==> src/rtl/eth_tx_serializer.sv <==
// eth_tx_serializer: drains one frame from the TX byte FIFO (payload plus the
// 4 trailing CRC bytes) and drives it onto the MII transmit pins. The frame is
// sent as preamble, SFD, payload and CRC nibbles, low nibble first, followed by
// the inter-frame gap.
// Optional build macro ETH_TX_STATS_EN adds good-frame and good-byte counters.
//
// Read-ahead scheme: FIFO data arrives one cycle after the read strobe. A byte
// is therefore fetched two bytes before it is sent:
//  - byte 0 is read on accept;
//  - byte 1 is read on the SFD 'D' nibble;
//  - byte k+2 is read on the high nibble of byte k.
// r_nxt holds the prefetched byte and r_hi holds the high nibble in flight.
module eth_tx_serializer #(
  parameter int PREAMBLE_BYTES = 7,
  parameter int IFG_CYCLES     = 24
) (
  input  logic        clk,
  input  logic        rst_n,
  input  logic [10:0] i_word_count,
  input  logic        i_word_count_ready,
  output logic        o_word_count_ack,
  input  logic        i_fifo_empty,
  output logic        o_fifo_rd,
  input  logic [7:0]  i_fifo_data,
  output logic [3:0]  o_txd,
  output logic        o_tx_en,
  output logic        o_tx_er,
  output logic        o_underrun
`ifdef ETH_TX_STATS_EN
  ,
  output logic [15:0] o_frame_count,
  output logic [31:0] o_byte_count
`endif
);

  typedef enum logic [2:0] {
    S_IDLE     = 3'd0,
    S_PREAMBLE = 3'd1,
    S_SFD      = 3'd2,
    S_DATA     = 3'd3,
    S_IFG      = 3'd4
  } state_t;

  // The state names what the next clock edge puts on the wire.
  localparam logic [7:0] PRE_LAST = 8'(2 * PREAMBLE_BYTES - 1);
  localparam logic [7:0] IFG_LAST = 8'(IFG_CYCLES - 1);

  state_t      r_state;
  logic [7:0]  r_cnt;
  logic [11:0] r_bytes_left;
  logic [11:0] r_rd_left;
  logic        r_phase;
  logic [7:0]  r_nxt;
  logic [3:0]  r_hi;
  logic        r_data_vld;
  logic        r_ack;
  logic        r_fifo_rd;
  logic [3:0]  r_txd;
  logic        r_tx_en;
  logic        r_tx_er;
  logic        r_underrun;

  logic        w_accept;
  logic [11:0] w_total;

  assign w_accept = (r_state == S_IDLE) && i_word_count_ready && !r_ack;
  assign w_total  = {1'b0, i_word_count} + 12'd4;

  assign o_word_count_ack = r_ack;
  assign o_fifo_rd        = r_fifo_rd;
  assign o_txd            = r_txd;
  assign o_tx_en          = r_tx_en;
  assign o_tx_er          = r_tx_er;
  assign o_underrun       = r_underrun;

  // Frame FSM: handshake, FIFO prefetch, nibble serialisation and gap timing.
  always_ff @(posedge clk) begin
    if (!rst_n) begin
      r_state      <= S_IDLE;
      r_cnt        <= 8'd0;
      r_bytes_left <= 12'd0;
      r_rd_left    <= 12'd0;
      r_phase      <= 1'b0;
      r_nxt        <= 8'd0;
      r_hi         <= 4'd0;
      r_data_vld   <= 1'b0;
      r_ack        <= 1'b0;
      r_fifo_rd    <= 1'b0;
      r_txd        <= 4'd0;
      r_tx_en      <= 1'b0;
      r_tx_er      <= 1'b0;
      r_underrun   <= 1'b0;
    end else begin
      r_fifo_rd  <= 1'b0;
      r_tx_er    <= 1'b0;
      r_data_vld <= r_fifo_rd;
      if (r_data_vld) begin
        r_nxt <= i_fifo_data;
      end
      // The ack release only watches ready, whatever the transmitter is doing.
      if (r_ack && !i_word_count_ready) begin
        r_ack <= 1'b0;
      end

      case (r_state)
        S_IDLE: begin
          r_tx_en <= 1'b0;
          r_txd   <= 4'd0;
          if (w_accept) begin
            r_ack        <= 1'b1;
            r_bytes_left <= w_total;
            r_cnt        <= 8'd1;
            r_phase      <= 1'b0;
            if (i_fifo_empty) begin
              r_underrun <= 1'b1;
              r_tx_en    <= 1'b1;
              r_tx_er    <= 1'b1;
              r_cnt      <= 8'd0;
              r_state    <= S_IFG;
            end else begin
              r_underrun <= 1'b0;
              r_tx_en    <= 1'b1;
              r_txd      <= 4'h5;
              r_fifo_rd  <= 1'b1;
              r_rd_left  <= w_total - 12'd1;
              r_state    <= S_PREAMBLE;
            end
          end
        end

        S_PREAMBLE: begin
          r_tx_en <= 1'b1;
          r_txd   <= 4'h5;
          if (r_cnt == PRE_LAST) begin
            r_cnt   <= 8'd0;
            r_state <= S_SFD;
          end else begin
            r_cnt <= r_cnt + 8'd1;
          end
        end

        S_SFD: begin
          r_tx_en <= 1'b1;
          if (r_cnt == 8'd0) begin
            r_txd <= 4'h5;
            r_cnt <= 8'd1;
          end else if (r_rd_left != 12'd0 && i_fifo_empty) begin
            r_underrun <= 1'b1;
            r_tx_er    <= 1'b1;
            r_txd      <= 4'd0;
            r_cnt      <= 8'd0;
            r_state    <= S_IFG;
          end else begin
            r_txd   <= 4'hD;
            r_cnt   <= 8'd0;
            r_phase <= 1'b0;
            r_state <= S_DATA;
            if (r_rd_left != 12'd0) begin
              r_fifo_rd <= 1'b1;
              r_rd_left <= r_rd_left - 12'd1;
            end
          end
        end

        S_DATA: begin
          r_tx_en <= 1'b1;
          if (!r_phase) begin
            r_txd   <= r_nxt[3:0];
            r_hi    <= r_nxt[7:4];
            r_phase <= 1'b1;
          end else if (r_bytes_left == 12'd1) begin
            r_txd        <= r_hi;
            r_bytes_left <= 12'd0;
            r_phase      <= 1'b0;
            r_cnt        <= 8'd0;
            r_state      <= S_IFG;
          end else if (r_rd_left != 12'd0 && i_fifo_empty) begin
            // Underrun: the error cycle replaces this high nibble.
            r_underrun <= 1'b1;
            r_tx_er    <= 1'b1;
            r_txd      <= 4'd0;
            r_phase    <= 1'b0;
            r_cnt      <= 8'd0;
            r_state    <= S_IFG;
          end else begin
            r_txd        <= r_hi;
            r_bytes_left <= r_bytes_left - 12'd1;
            r_phase      <= 1'b0;
            if (r_rd_left != 12'd0) begin
              r_fifo_rd <= 1'b1;
              r_rd_left <= r_rd_left - 12'd1;
            end
          end
        end

        S_IFG: begin
          r_tx_en <= 1'b0;
          r_txd   <= 4'd0;
          if (r_cnt == IFG_LAST) begin
            r_cnt   <= 8'd0;
            r_state <= S_IDLE;
          end else begin
            r_cnt <= r_cnt + 8'd1;
          end
        end

        default: begin
          r_tx_en <= 1'b0;
          r_txd   <= 4'd0;
          r_cnt   <= 8'd0;
          r_state <= S_IDLE;
        end
      endcase
    end
  end

`ifdef ETH_TX_STATS_EN
  logic [15:0] r_frame_count;
  logic [31:0] r_byte_count;
  logic [10:0] r_count;
  logic        w_frame_done;

  // The last CRC nibble leaves on this edge and no underrun cut the frame short.
  assign w_frame_done = (r_state == S_DATA) && r_phase && (r_bytes_left == 12'd1);

  assign o_frame_count = r_frame_count;
  assign o_byte_count  = r_byte_count;

  // Good-frame statistics; both counters wrap.
  always_ff @(posedge clk) begin
    if (!rst_n) begin
      r_frame_count <= 16'd0;
      r_byte_count  <= 32'd0;
      r_count       <= 11'd0;
    end else begin
      if (w_accept) begin
        r_count <= i_word_count;
      end
      if (w_frame_done) begin
        r_frame_count <= r_frame_count + 16'd1;
        r_byte_count  <= r_byte_count + {21'd0, r_count} + 32'd4;
      end
    end
  end
`endif

endmodule

==> config.mk <==
export PLATFORM = sky130hd
export DESIGN_NAME = eth_tx_serializer
export DESIGN_NICKNAME = d
export VERILOG_FILES = /design/src/rtl/eth_tx_serializer.sv
export SDC_FILE = /design/constraint.sdc
export NUM_CORES = 1
export LEC_CHECK = 0
export CORE_ASPECT_RATIO = 0.5
export CORE_MARGIN = 1
export CORE_UTILIZATION = 52
export CTS_BUF_LIST = sky130_fd_sc_hd__clkbuf_8 sky130_fd_sc_hd__clkbuf_16
export DETAILED_ROUTE_END_ITERATION = 12
export PLACE_DENSITY_LB_ADDON = 0.12
export SETUP_SLACK_MARGIN = 0.05
export SYNTH_ARGS = -nofsm -noshare
export SYNTH_HDL_FRONTEND = slang
export SYNTH_SLANG_ARGS = --single-unit
==> constraint.sdc <==
create_clock -name clk -period 2.57 [get_ports clk]
set_input_delay 0.514 -clock clk [delete_from_list [all_inputs] [get_ports clk]]
set_output_delay 0.514 -clock clk [all_outputs]
set_load 0.005 [all_outputs]
Word level (Yosys, flattened, before mapping):

Cells that the tools add are included.

* logic and storage cells: 127
* bits in registers: 58
* output and inout bits: 9

* bitwise operators: 1
* equal/unequal tests: 17
* muxes and demuxes: 71
* $add $sub $neg: 5
* reductions and logical operators: 19

Operator list (number)
* two-way mux 12 bit: 11
* two-way mux 8 bit: 6
* one-hot mux 8 bit (5 select lines): 1
* one-hot mux 12 bit (3 select lines): 1
* subtractor 12 x 1 -> 12 bit (second input constant): 3
* two-way mux 3 bit: 11
* two-way mux 1 bit: 28
* one-hot mux 12 bit (2 select lines): 1
* two-way mux 4 bit: 5
* inequality test 2 bit (second input constant): 8
* one-hot mux 4 bit (4 select lines): 1
* one-hot mux 3 bit (5 select lines): 1
* adder 11 x 3 -> 12 bit (second input constant): 1
* == test 12 x 1 -> 1 bit (second input constant): 1
* one-hot mux 1 bit (3 select lines): 4
* AND reduction 6 bit: 2
* nonzero test 12 bit: 1
* adder 8 x 1 -> 8 bit (second input constant): 1
* == test 8 x 4 -> 1 bit (second input constant): 1
* == test 8 x 5 -> 1 bit (second input constant): 1
* zero test 8 bit: 1
* AND reduction 4 bit: 2
* == test 3 x 2 -> 1 bit (second input constant): 2
* inequality test 3 bit (second input constant): 2
* other kinds (13): 17

Depth between registers and ports, before layout:

Gate-level depths: netlist of the first run.

* depth in word-level cells: 6
* depth in mapped cells: 10
* mapped depth without buffers: 8

Least setup slack after synthesis of the first run:

Ideal clock, no wire load.

* path kind: reg-to-reg
* from: reg r_state[2]
* to: reg r_rd_left[10]
* data required time: 2.439 ns
* setup slack: -0.099 ns
* arrival time: 2.538 ns
* cell stages (with the launch flop): 11
* period minus slack after synthesis: 2.669 ns
* cell sequence: dfxtp_1 -> nand2b_1 -> clkbuf_1 -> clkbuf_1 -> buf_1 -> mux2i_1 -> ha_1 -> nand3_1 -> a2111oi_0 -> xnor2_1 -> a21oi_1

* longest elaborated chain between the ends: 5

Ends and longest elaborated chain
* from (decl): line 48 `state_t r_state;`
* from (signal assigned): line 79 `r_state <= S_IDLE;`
* from (signal assigned): line 119 `r_state <= S_IFG;`
* from (signal assigned): line 126 `r_state <= S_PREAMBLE;`
* zero test 3 bit: line 66, 105
* logical AND 1 bit (2 in a row): line 66 `assign w_accept = (r_state == S_IDLE) && i_word_count_ready && !r_ack;`
* inequality test 2 bit (no line)
* AND reduction 6 bit (no line)
* to (signal assigned): line 125 `r_rd_left <= w_total - 12'd1;`
* to (signal assigned): line 160 `r_rd_left <= r_rd_left - 12'd1;`
* to (signal assigned): line 191 `r_rd_left <= r_rd_left - 12'd1;`
* to (decl): line 51 `logic [11:0] r_rd_left;`

Parallel ways exist; a longest one is shown, timed or not.
A chain may end at the register's enable or synchronous reset.

Final worst setup path of the first run:

* from: reg r_bytes_left[1]
* to: reg r_rd_left[11]

* longest elaborated chain between the ends: 3

Ends and longest elaborated chain
* from (decl): line 50 `logic [11:0] r_bytes_left;`
* from (signal assigned): line 111 `r_bytes_left <= w_total;`
* from (signal assigned): line 187 `r_bytes_left <= r_bytes_left - 12'd1;`
* == test 12 x 1 -> 1 bit: line 171 `end else if (r_bytes_left == 12'd1) begin`
* inequality test 2 bit (no line)
* AND reduction 6 bit (no line)

No other way between the ends.

==> results.py, run 1 <==
metrics = {
    "run_status": {
        "outcome": "completed",
    },
    "clock_network": {
        "clock_tree.buffer_depth": 2,
        "cts.hold.buffers_added": 0,
        "cts_inserted_buffers": 9,
        "clk_pin_slew_worst_paths_ps": 50,
        "cts_h_tree_lvls": 3,
        "tritoncts": "yes",
        "clkSinkCount": 58,
        "clkLatencyLatePin_ps": 340,
        "clock_tree.root_cell": "clkbuf_16",
    },
    "setup_path": {
        "crit_arrival_ps": 2670,
        "worstPathRequired_ps": 2780,
        "timing.critical_path.fanout_max": 6,
        "setup.worst_path.class": "flop to flop",
        "endpoint_kind": "flop",
        "worst_setup_path_start_kind": "flop",
    },
    "finish": {
        "flow.area_growth_from_synthesis_pct": 34.70,
        "drive_above_1_share": 0.2004,
        "post-route-cell-area_um2": 4808,
        "design.final.nets": 574,
        "diodes": 0,
        "fill_cells": 489,
        "commonest_non_fill_non_tap_cell_in_the_layout": "buf_4",
        "cell_count_final_fillers_out": 637,
        "leading_cell_types_in_the_layout_fill_and_taps_excluded": "63 x buf_4, 58 x dfxtp_1, 47 x nand2_1, 44 x nor2_1, 40 x a21oi_1",
    },
    "synth": {
        "synth_compound_area_frac": 0.2461,
        "synthMuxAreaShare": 0.04627,
        "yosys_warnings": 0,
        "synthesis.area_um2": 3570,
        "post_synth_edffs": 0,
        "synth.ff_latch_count": 58,
        "synth_top_area_share": 0.3253,
        "yosys.area.top_type": "dfxtp_1",
        "dominant_combinational_cell_family_by_area_after_synthesis": "simple AND/OR/NAND/NOR gates",
        "yosys-top-cells-area": "dfxtp_1 33%, a21oi_1 5.7%, o21ai_0 5.2%",
        "synthAdderAreaFrac": 0.02454,
        "syn-num-nets": 496,
        "synth_ff_type": "dfxtp_1",
        "post_synth.cell_area_avg_um2": 7.660,
        "synth-async-reset-ratio": 0,
        "synth-simple-area-share": 0.2811,
        "synthesized_netlist_cell_count": 466,
        "synth_xor_xnor_area_share": 0.02944,
        "synth-seq-area-share": 0.3253,
        "synthDistinctLibCells": 64,
    },
    "power": {
        "power.ir.vdd_worst_v": 0.0006553,
        "leakage_uw": 0.001813,
        "power-per-cell-area_nw_per_um2": 1112,
        "design_power_total_uw": 5349,
    },
    "place": {
        "place_ws_ps": -503.2,
        "detailedPlacementHpwl_mm": 7.938,
        "dp_cells": 618,
        "gp_congestion": 0.9362,
        "placed_cell_area_um2": 4350,
        "port_buffers": 31,
    },
    "grt": {
        "global_route_wire_length_before_repair_mm": 17.93,
        "grt_max_degree": 26,
        "grt_pass1_vias": 3673,
        "globalRouteOverflowTotal": 0,
        "antenna_found_initial": 0,
        "grt_usage": 0.3249,
    },
    "sta": {
        "layout_setup_ws_ps": 109.8,
        "post-route-period-util": 0.9573,
        "timing.clock.skew_ps": 9.339,
        "report.final.hold_viol_count": 0,
        "max_frequency_mhz": 406.5,
        "finalSetupViolCount": 0,
        "finalWorstPathRequiredPeriod_ps": 2460,
        "rsz0062_at_grt": "yes",
        "setup_total_negative_slack_ps": 0,
        "max-slew-margin-rel": 0.5714,
        "worst_slew_pin_slew_ps": 637.0,
        "report.final.slew_viol_count": 0,
    },
    "route": {
        "wirelength_mm": 11.33,
        "detailedRoute.firstPassIterationCount": 7,
        "routedWlPerCell_um": 17.79,
        "drt_iter0_drc": 317,
        "detail-route-antenna-nets": 0,
        "drc": 0,
        "route.detailed.vias_per_inst": 6.287,
        "routed-via-count": 4005,
    },
    "die": {
        "die_outline_area_um2": 7220,
        "num_rows": 20,
        "core-area_um2": 6331,
        "die_h_um": 60.59,
        "initial_utilization": 0.5638,
        "floorplan.io_pins": 32,
        "die_x_um": 119.2,
    },
    "flow_run": {
        "drv_cap": 0,
    },
    "worst_hold_path": {
        "min_path_type": "flop to flop",
    },
}
state kept, by name, summed over array words and instances (netlist names):
name,count
o_word_count_ack,1
r_phase,1
o_fifo_rd,1
r_cnt,8
r_state,3
o_tx_er,1
r_hi,4
o_underrun,1
r_bytes_left,12
r_nxt,8
r_data_vld,1
r_rd_left,12
o_tx_en,1
o_txd,4
synth_stat cells (7+ instances only):
cell type and number:
ha_1 7, nand4_1 10, xnor2_1 10, dfxtp_1 58, mux2i_1 12, nor2_1 45
nor3_1 20, a21oi_1 41, inv_1 11, a31oi_1 12, o21ai_0 37, a211oi_1 7
or3_1 7, nor4_1 12, nand3_1 14, nand2_1 47, clkbuf_1 25
per-layer routing:
metal	vias up	wire length [µm]	GRT usage
li1	1883	-	-
met1	1874	4920	0.4070
met2	211	5212	0.5457
met3	37	920	0.08083
met4	0	277	0.1501
met5	-	0	0
repair_timing:
item                       4_1_cts  5_1_grt
setup buffers                    1        2
setup endpoints to repair        2       22
gates resized for setup          6       18
pin swaps                        2        4
final cells by class:
class                   count  area [µm²]  share of cell area
inverters                  12       45.04            0.009368
clock buffers              11       252.7             0.05256
clock inverters             5       53.80             0.01119
flip-flops and latches     58        1161              0.2415
well taps                  88       110.1             0.02290
multi-input cells         367        2366              0.4921
repair buffers             96       819.5              0.1704
worst max-delay path, cell delays in order, from the launching register on:
cell and delay, ps:
dfxtp_1 320, inv_1 100, ha_1 150, or3b_2 460, or4_4 460, o2111ai_4 250
or2_4 230, nor3_2 60, a311o_1 320
path summary, 6_finish.rpt:
path / from / to / slack, ps / cells past startpoint
worst max-delay path: r_bytes_left[1] / r_rd_left[11] / 110 / 8
worst min-delay path: r_nxt[4] / r_hi[0] / 460 / 2
worst max register to register: r_bytes_left[1] / r_rd_left[11] / 110 / 8
worst min register to register: r_nxt[4] / r_hi[0] / 460 / 2
report_power, final:
part	leakage (µW)	switching, µW	internal [µW]
Sequential	0.000473	218	1120
Combinational	0.00119	1570	1200
Clock	0.000149	433	797
stage by stage:
| step | hold WS, ps | util |
|---|---|---|
| 2_1_floorplan | 431.3 | - |
| 3_3_place_gp | 446.9 | 0.6872 |
| 3_5_place_dp | 454.2 | 0.6872 |
| 4_1_cts | 465.3 | 0.7429 |
| 5_1_grt | 477.8 | 0.7595 |
| 6_report | 464.2 | 0.7595 |
kinds of logic after synthesis:
family                     after synthesis
AOI/OAI and AO/OA                      135
muxes                                   16
and+or+nand+nor                        197
DFF                                     58
adders and majority gates                7
xor gates and xnor gates                12
buffers and inverters                   41
No activity file was read; power rests on OpenSTA's default activity.
==> run 2, diff against run 1 <==
Settings changed: CORE_UTILIZATION 52 to 54, CTS_BUF_LIST sky130_fd_sc_hd__clkbuf_8 sky130_fd_sc_hd__clkbuf_16 to sky130_fd_sc_hd__clkbuf_4.
==> run 2 against run 1 <==
  * Global-route usage decreased by 0.30 points
  * Worst hold slack improved by 2.7 ps
  * Combinational power decreased by 5%
  * Largest cell class unchanged
  * Via count decreased by 1.9%
  * Non-clock buffer count decreased by 5
  * Largest power group unchanged
==> results.py, run 2 (synthesis gave the netlist of run 1 again) <==
metrics = {
    "route": {
        "routedWlPerCell_um": 16.46,
        "detailedRoute.firstPassIterationCount": 5,
        "detail-route-antenna-nets": 0,
        "wirelength_mm": 10.40,
        "drc": 0,
        "routed-via-count": 3930,
        "route.detailed.vias_per_inst": 6.218,
        "drt_iter0_drc": 287,
    },
    "clock_network": {
        "cts.hold.buffers_added": 0,
        "clk_pin_slew_worst_paths_ps": 110,
        "clkSinkCount": 58,
        "cts_inserted_buffers": 9,
        "clock_tree.root_cell": "clkbuf_4",
        "cts_h_tree_lvls": 3,
        "tritoncts": "yes",
        "clock_tree.buffer_depth": 2,
        "clkLatencyLatePin_ps": 440,
    },
    "power": {
        "power_frac_comb": 0.537,
        "part_of_the_power_in_the_clock_network": 0.195,
        "sequentialPowerShare": 0.268,
        "power.ir.vdd_worst_v": 0.0005250,
        "leakage_uw": 0.001737,
        "switching_share": 0.4194,
        "p_int_uw": 2867,
        "power-per-cell-area_nw_per_um2": 1072,
        "netsw_uw": 2071,
    },
    "die": {
        "floorplan.io_pins": 32,
        "die_x_um": 117.0,
        "die_h_um": 59.49,
        "num_rows": 20,
        "die_outline_area_um2": 6959,
        "core-area_um2": 6231,
        "initial_utilization": 0.5729,
    },
    "place": {
        "detailedPlacementHpwl_mm": 7.434,
        "place_ws_ps": -572.0,
        "port_buffers": 31,
        "gp_congestion": 0.9494,
        "dp_cells": 615,
    },
    "grt": {
        "global_route_wire_length_before_repair_mm": 16.79,
        "antenna_found_initial": 0,
        "grt_usage": 0.3219,
        "globalRouteOverflowTotal": 0,
        "grt_max_degree": 32,
        "grt_pass1_vias": 3610,
    },
    "setup_path": {
        "endpoint_kind": "flop",
        "worst_r2r_endpoint": "r_rd_left[11]",
        "crit-reg2reg-launch": "r_bytes_left[0]",
        "worstPathRequired_ps": 2890,
        "reg2reg_slack_ps": 120,
        "critPathCapture": "r_rd_left[11]",
        "timing.reg2reg.worst_path_depth": 7,
        "crit_arrival_ps": 2760,
        "worst_setup_path_start_kind": "flop",
        "setup.worst_path.class": "flop to flop",
        "timing.critical_path.from": "r_bytes_left[0]",
        "timing.critical_path.fanout_max": 7,
    },
    "finish": {
        "commonest_non_fill_non_tap_cell_in_the_layout": "buf_4",
        "cell_count_final_fillers_out": 632,
        "largest_regs": "r_bytes_left x12, r_rd_left x12",
        "flow.area_growth_from_synthesis_pct": 29.02,
        "drive_above_1_share": 0.1878,
        "design.final.nets": 569,
        "leading_cell_types_in_the_layout_fill_and_taps_excluded": "59 x buf_4, 58 x dfxtp_1, 47 x nand2_1, 44 x nor2_1, 40 x a21oi_1",
    },
    "run_status": {
        "outcome": "completed",
    },
    "sta": {
        "report.final.slew_viol_count": 0,
        "finalSetupViolCount": 0,
        "holdWs_ps": 466.9,
        "finalWorstPathRequiredPeriod_ps": 2445,
        "rsz0062_at_grt": "yes",
        "post-route-period-util": 0.9514,
        "report.final.hold_viol_count": 0,
        "worst_slew_pin_slew_ps": 690.1,
        "timing.clock.skew_ps": 13.77,
        "max-slew-margin-rel": 0.5357,
        "max_frequency_mhz": 409.0,
        "layout_setup_ws_ps": 124.8,
    },
    "flow_run": {
        "drv_cap": 0,
    },
    "worst_hold_path": {
        "min_path_type": "flop to flop",
    },
}
## run 2: changes by cell type in the layout (fill, tap and decap cells not counted), sizes merged
cell / delta
diode: +1
bufinv: +3
clkbuf: -1
clkinvlp: -1
buf: -5
clkinv: -1
inv: -1
## run 2: timing repair
action | in CTS | in global routing
hold endpoints to repair | 0 | 0
gates resized for setup | 2 | 11
pin swaps | 1 | 4
buffers inserted | 0 | 1
setup endpoints to repair | 2 | 20
## run 2: worst min path at each step
| stage | from | endpoint | slack, ps | depth (start not counted) |
|---|---|---|---|---|
| CTS | r_nxt[4] | r_hi[0] | 470 | 2 |
| finish | r_nxt[5] | r_hi[1] | 470 | 2 |
| floorplan | r_nxt[4] | r_hi[0] | 430 | 2 |
| global placement | r_nxt[6] | r_hi[2] | 450 | 2 |
| global route | r_nxt[4] | r_hi[0] | 490 | 2 |
| detailed placement | r_nxt[4] | r_hi[0] | 450 | 2 |
## run 2: cell type report
type | count | area, µm²
multi-input cells | 367 | 2306
fillers | 486 | 1625
flip-flops and latches | 58 | 1161
repair buffers | 91 | 778.2
clock inverters | 5 | 127.6
well taps | 88 | 110.1
clock buffers | 10 | 75.07
inverters | 12 | 45.04
diodes | 1 | 2.502
## run 2: critical path, stage by stage (launching register included)
cell	delay [ps]
dfxtp_1	410
ha_1	160
or3b_2	450
or4_4	460
o2111ai_4	240
or2_4	220
nor3_2	60
a311o_1	330
## run 2: through the flow
stage	area, µm²	util	TNS [ps]	total power (µW)
after CTS	4541	0.7287	0	4804
after global placement	4328	0.6946	-840.4	3763
after detailed placement	4328	0.6946	-1665	3819
final	4606	0.7392	0	4939
after global routing	4603	0.7388	0	5236
after floorplan	3578	-	0	2889
## run 2: power by group through the flow
stage,logic (µW),registers (µW),clock network (µW)
2_1_floorplan,1600,1290,0
3_3_place_gp,2450,1310,0
3_5_place_dp,2490,1330,0
4_1_cts,2520,1310,970
5_1_grt,2880,1350,1010
6_report,2650,1320,963
## run 2: layer usage
metal	GRT usage	share of wire	vias up	routed length, µm
li1	-	-	1878	-
met1	0.4154	0.44	1817	4600
met2	0.5013	0.44	190	4566
met3	0.09509	0.089	45	929
met4	0.1483	0.030	0	307
met5	0	0	-	0
